File: src/rtl/fle_frac_gen2.sv
// Fracturable logic element: K-input LUT or two (K-1)-input LUTs with carry,
// two flops with scan, and a serially loaded configuration chain.
module fle_frac_gen2 #(
  parameter int unsigned K = 6
) (
  input  logic         fle_clk,
  input  logic         fle_reset,
  input  logic         scan_en,
  input  logic         scan_mode,
  input  logic [K-1:0] fle_in,
  input  logic         fle_cin,
  input  logic         fle_sc_in,
  input  logic [1:0]   fle_sr,
  input  logic [1:0]   fle_ce,
  input  logic         cfg_en,
  input  logic         cfg_din,
  output logic [1:0]   fle_out,
  output logic         fle_o6,
  output logic         fle_cout,
  output logic         fle_sc_out,
  output logic         cfg_dout,
  output logic         cfg_valid
);

  localparam int unsigned LutN  = 2 ** K;
  localparam int unsigned CFG_W = LutN + 8;
  localparam int unsigned CntW  = $clog2(CFG_W + 1);

  logic [CFG_W-1:0] cfg_q, cfg_d;
  logic [CntW-1:0]  cnt_q, cnt_d;
  logic [1:0]       q_q, q_d;

  logic [LutN-1:0]  mask;
  logic             frac, carry_en;
  logic [1:0]       bypass, sr_use, ce_use;
  logic             full, lut_a, lut_b, fractured, sum;
  logic [1:0]       d;
  logic             cnt_full;

  always_comb begin
    mask     = cfg_q[LutN-1:0];
    frac     = cfg_q[LutN];
    carry_en = cfg_q[LutN+1];
    bypass   = cfg_q[LutN+3:LutN+2];
    sr_use   = cfg_q[LutN+5:LutN+4];
    ce_use   = cfg_q[LutN+7:LutN+6];
  end

  // Config chain and load counter; a shift while fully loaded restarts the count.
  always_comb begin
    cnt_full = (cnt_q == CntW'(CFG_W));
    cfg_d    = cfg_q;
    cnt_d    = cnt_q;
    if (cfg_en) begin
      cfg_d = {cfg_q[CFG_W-2:0], cfg_din};
      cnt_d = cnt_full ? CntW'(1) : cnt_q + CntW'(1);
    end
  end

  assign cfg_valid = cnt_full & ~cfg_en;
  assign cfg_dout  = cfg_q[CFG_W-1];

  always_comb begin
    full      = mask[fle_in];
    lut_a     = mask[{1'b0, fle_in[K-2:0]}];
    lut_b     = mask[{1'b1, fle_in[K-2:0]}];
    fractured = frac | carry_en;
    sum       = lut_a ^ fle_cin;
    d[0]      = carry_en ? sum : (fractured ? lut_a : full);
    d[1]      = fractured ? lut_b : full;
  end

  always_comb begin
    q_d = q_q;
    if (!cfg_valid) begin
      q_d = '0;
    end else if (scan_en) begin
      q_d = {q_q[0], fle_sc_in};
    end else begin
      for (int i = 0; i < 2; i++) begin
        if (sr_use[i] & fle_sr[i]) begin
          q_d[i] = 1'b0;
        end else if (!ce_use[i] | fle_ce[i]) begin
          q_d[i] = d[i];
        end
      end
    end
  end

  always_ff @(posedge fle_clk) begin
    if (fle_reset) begin
      cfg_q <= '0;
      cnt_q <= '0;
      q_q   <= '0;
    end else begin
      cfg_q <= cfg_d;
      cnt_q <= cnt_d;
      q_q   <= q_d;
    end
  end

  // Functional outputs are silenced until a complete configuration is present.
  always_comb begin
    for (int i = 0; i < 2; i++) begin
      fle_out[i] = cfg_valid & ((bypass[i] & ~scan_mode) ? d[i] : q_q[i]);
    end
    fle_o6     = cfg_valid & d[1];
    fle_cout   = cfg_valid & carry_en & (lut_a ? fle_cin : lut_b);
    fle_sc_out = q_q[1];
  end

endmodule

File: config.mk
export PLATFORM = sky130hd
export DESIGN_NAME = fle_frac_gen2
export DESIGN_NICKNAME = d
export VERILOG_FILES = /design/src/rtl/fle_frac_gen2.sv
export SDC_FILE = /design/constraint.sdc
export NUM_CORES = 1
export LEC_CHECK = 0
export ABC_AREA = 0
export CAP_MARGIN = 5
export CORE_MARGIN = 1
export CORE_UTILIZATION = 53
export DETAILED_ROUTE_END_ITERATION = 10
export HOLD_SLACK_MARGIN = 0.02
export PLACE_DENSITY = 0.76
export SYNTH_ARGS = -nofsm -noshare
export SYNTH_HDL_FRONTEND = slang
export SYNTH_SLANG_ARGS = --single-unit
File: constraint.sdc
create_clock -name fle_clk -period 3.21 [get_ports fle_clk]
set_input_delay 0.642 -clock fle_clk [delete_from_list [all_inputs] [get_ports fle_clk]]
set_output_delay 0.642 -clock fle_clk [all_outputs]
set_load 0.005 [all_outputs]
# [Yosys cells after proc, flatten, opt, wreduce, memory -nomap -nowiden]
# Index checks and enable logic that the tools add are counted.
[totals] reg_bits=81 input_bits=18 out_inout_bits=7 word_cells=49
[op_classes] add_sub_neg=1 magnitude_cmp=3 n_eq_ne=1 muxes=18 n_bitwise=17 n_reduce_logical=5
[op_table] operator="6-bit by 7-bit less-than comparator with 1-bit output, second input constant" count=2
[op_table] operator="1-bit two-way mux" count=13
[op_table] operator="1-bit AND" count=10
[op_table] operator="1-bit binary-select mux with 5-bit select" count=2
[op_table] operator="7-bit by 1-bit adder with 7-bit output, second input constant" count=1
[op_table] operator="7-bit == test, second input constant" count=1
[op_table] operator="5-bit by 7-bit less-than comparator with 1-bit output, second input constant" count=1
[op_table] operator="7-bit two-way mux" count=1
[op_table] operator="1-bit binary-select mux with 6-bit select" count=1
[op_table] operator="3-bit nonzero test" count=2
[op_table] operator="1-bit NOT" count=3
[op_table] operator="1-bit OR" count=3
[op_table] operator="1-bit logical NOT" count=2
[op_table] operator="2-bit two-way mux" count=1
[op_table] operator="2-bit OR reduction" count=1
[op_table] operator="1-bit XOR" count=1

# [Logic depth before layout (Yosys ltp)]
[logic_depth] word_depth=7 ltp_mapped=8 depth_no_buf=8

# [Worst setup path before layout]
# OpenSTA, ideal clock, no wires.
[synth_timing] kind="input to output" startpoint="in fle_in[2]" endpoint="out fle_out[0]" arrival_ps=2660 required_time_ps=2568 setup_slack_ps=-92 cell_stages=7 n_path_buf=2 cell_sequence="clkbuf_1 > buf_1 > mux4_2 > mux4_2 > mux2_4 > a2bb2oi_1 > a31oi_1"
[synth_between] elab_chain_len=6 elab_cells_between_ends=9 classes_between="7 x mux; 2 x bitwise"
[synth_lines] element="start, declared" line="10" rtl="input logic [K-1:0] fle_in,"
[synth_lines] element="1-bit binary-select mux with 6-bit select / 1-bit binary-select mux with 5-bit select (equally long branches)" line="64, 65"
[synth_lines] element="1-bit two-way mux, on equally long branches" line="64, 65"
[synth_lines] element="1-bit two-way mux / 1-bit XOR (equally long branches)" line="69, 68"
[synth_lines] element="1-bit two-way mux *" line="69" rtl="d[0] = carry_en ? sum : (fractured ? lut_a : full);"
[synth_lines] element="1-bit two-way mux *" line="105" rtl="fle_out[i] = cfg_valid & ((bypass[i] & ~scan_mode) ? d[i] : q_q[i]);"
[synth_lines] element="1-bit AND *" line="105"
[synth_lines] element="end, declared" line="17" rtl="output logic [1:0] fle_out,"
# Every way passes the cells marked *; elsewhere a longest branch is shown, timed or not. The select of a mux whose other input is x is not followed.

# [Final worst setup path]
[layout_timing] startpoint="in fle_in[1]" endpoint="out fle_out[0]"
# The elaborated chain is that of the path after synthesis.

==> out/metrics.yaml <==
timing.rr.end: "q_q[1]$_SDFFE_PP0P_"
ys.flop_type: "dfxtp_1"
synth_cells: 339
post-dp-hpwl_um: 4441
dieArea_um2: 7239
synth-async-reset-ratio_pct: 0
clock.fmax_mhz: 299.4
ant_nets: 0
r2r_slack_ns: 0.20
io-pin-count: 25
insertion_delay_ns: 0.34
wl_per_cell_um: 15.57
drc_errors: 0
ys_ff_latch: 81
clkTransAtPathRegs_ns: 0.08
cts_tree: "done"
layout_common_cells: "82 x nor2_1, 81 x dfxtp_1, 74 x mux2i_1"
nNetsFinal: 401
max_slew.worst_pin.slew_ns: 0.6662
drtIter0Drc: 174
grt_pass1_wl_um: 12270
top_layer: "met4"
seq_area_um2: 1622
vias_per_cell: 5.635
grt_max_degree: 55
coreArea_um2: 6495
cts_root_buffer: "clkbuf_8"
synth_warnings: 0
worst-setup-path-type: "primary input to output port"
worstHoldPathCells: 2
cts.sinks: 81
firstDrtPassIters: 5
multiInputGateArea_um2: 1922
whs_ns: 0.5203
layout-drive-gt1-share_pct: 18.91
fin_util_pct: 67.23
place_area_um2: 3996
final_common_cell: "nor2_1"
grt_pass1_vias: 2524
synth_area_um2: 3659
crit_path_start_kind: "primary input"
wl_um: 7209
wl_met1_um: 3463
worst_setup_path_end_kind: "output port"
htreeDepth: 3
route.met3.wl_um: 227
peakVddDrop_mv: 0.2964
power_density_nw_per_um2: 415.4
cp_max_fo: 6
ys_top_cells_by_area: "dfxtp_1 44%, mux2i_1 21%, nor2_1 8.4%, mux4_1 7.2%, mux4_2 6.2%"
min_path_type: "register to register"
gp_congestion: 0.8035
skew_ns: 0.007266
synth_nets: 359
dr_wl_met2_um: 3347
rsz0062_at_grt: "yes"
grt_use_total_pct: 21.74
dp_slack_ns: -0.9946
outcome: "finished, violations left"
slew_headroom_pct: 55.58
cts.path.max_buffers: 2
r2r_cells: 17
setup_slack_ns: -0.1305
antennaDiodeCount: 0
crit_required_ns: 2.57
core.rowCount: 29
fill_cells: 478
hold_viol: 0
portBuffers: 24
min_to: "cfg_q[53]$_SDFFE_PP0P_"
antenna_found_initial: 0
yosysUniqueCellTypes: 35
synth.avg_cell_area_um2: 10.79
num_vias: 2609
yosysTopAreaCell: "dfxtp_1"
fin_crit_ns: 3.340
die_h_um: 85.09
hp-start: "cfg_q[53]$_SDFFE_PP0P_"
final_area_um2: 4367
numCtsBuffers: 9
violations: "setup timing"
layout-area-overhead-vs-synth_pct: 19.36
finalCritPeriodShare_pct: 104.1
p_leak_uw: 0.001856
reg2reg_from: "cfg_q[55]$_SDFFE_PP0P_"
seq_area_frac_synth_pct: 44.32
synth_top_area_share_pct: 44.32
chipWidth_um: 85.09
floorplan.initialDensity_pct: 56.33
critPathArrivalTime_ns: 2.70
synth_edf_count: 0
maxCapViolCount: 0
setup_viol: 5
grt-ovfl-total: 0
drv_slew: 0
[critical path: stages]
cell       delay (ns)
buf_8            0.09
buf_12           0.12
buf_6            0.09
mux4_2           0.48
mux4_2           0.46
mux2_4           0.32
a2bb2oi_2        0.14
a31oi_1          0.20
buf_2            0.15
[worst max path at each step]
stage,start,end,slack [ns],cells after the start
6_report,fle_in[1],fle_out[0],-0.13,9
5_1_grt,fle_in[1],fle_out[1],-0.21,9
4_1_cts,fle_in[1],fle_out[0],-0.11,9
3_5_place_dp,fle_in[1],fle_out[0],-0.99,9
3_3_place_gp,fle_in[1],fle_out[0],-0.94,8
2_1_floorplan,fle_in[2],fle_out[0],0.04,7
[sequential cells by signal (all words and copies together), names as in the netlist]
| signal | flops |
|---|---|
| cfg_q | 72 |
| q_q | 2 |
| cnt_q | 7 |
[synth_stat cells, types with 2 or more instances]
cell type and count:
dfxtp_1 81, or4_1 2, mux4_1 10, nand2_1 6
mux4_2 10, nand3b_1 2, a21oi_1 4, nor2b_1 4
mux2i_1 75, or3_1 2, clkbuf_1 13, buf_1 7
xor2_1 3, o21ai_0 4, nand2b_1 7, nor3_1 3
nand4_1 2, a32oi_1 2, nor2_1 82, inv_1 4
ha_1 2
[stage by stage]
| step | total power [µW] | std cells | TNS (ns) |
|---|---|---|---|
| finish | 1814 | 463 | -0.5574 |
| global route | 1885 | 463 | -0.9685 |
| CTS | 1827 | 463 | -0.3658 |
| detailed placement | 1166 | 430 | -4.002 |
| global placement | 1164 | 430 | -3.848 |
| floorplan | 1122 | 339 | 0 |
[cell families (layout without fill, tap and decap cells)]
logic type                 after synthesis  after routing  share of synthesized area [%]
adders and majority gates                2              2                         0.6839
and+or+nand+nor                        113            113                          13.34
muxes                                   97             97                          34.58
AOI/OAI and AO/OA                       16             16                          2.805
DFF                                     81             81                          44.32
xor gates and xnor gates                 4              4                         0.9578
buffers and inverters                   26             73                          3.317
[timing repair]
item / 4_1_cts / 5_1_grt
cloned: 1 / 0
setup buffers: 18 / 0
hold buffers: 0 / 0
resized for setup: 50 / 1
endpoints found under the setup margin: 4 / 5
pin swaps: 6 / 0
[per-layer routing]
layer / vias up / GRT usage (%)
li1: 1281 / -
met1: 1257 / 28.41
met2: 60 / 34.82
met3: 11 / 4.572
met4: 0 / 9.861
met5: - / 0
[layout make-up]
cell class,instances,share of cell area [%]
multi-input combinational,232,44.01
inverter,4,0.3438
timing repair buffer,53,12.35
sequential,81,37.13
tap,77,2.206
clock inverter,5,0.7163
clock buffer,11,3.238
[where the power goes]
| part | internal [µW] | switching [µW] |
|---|---|---|
| registers | 1010 | 3.97 |
| clock network | 300 | 360 |
| logic | 73.2 | 69.4 |
| total | 1380 | 433 |
Power figures use the tool's default switching activity.
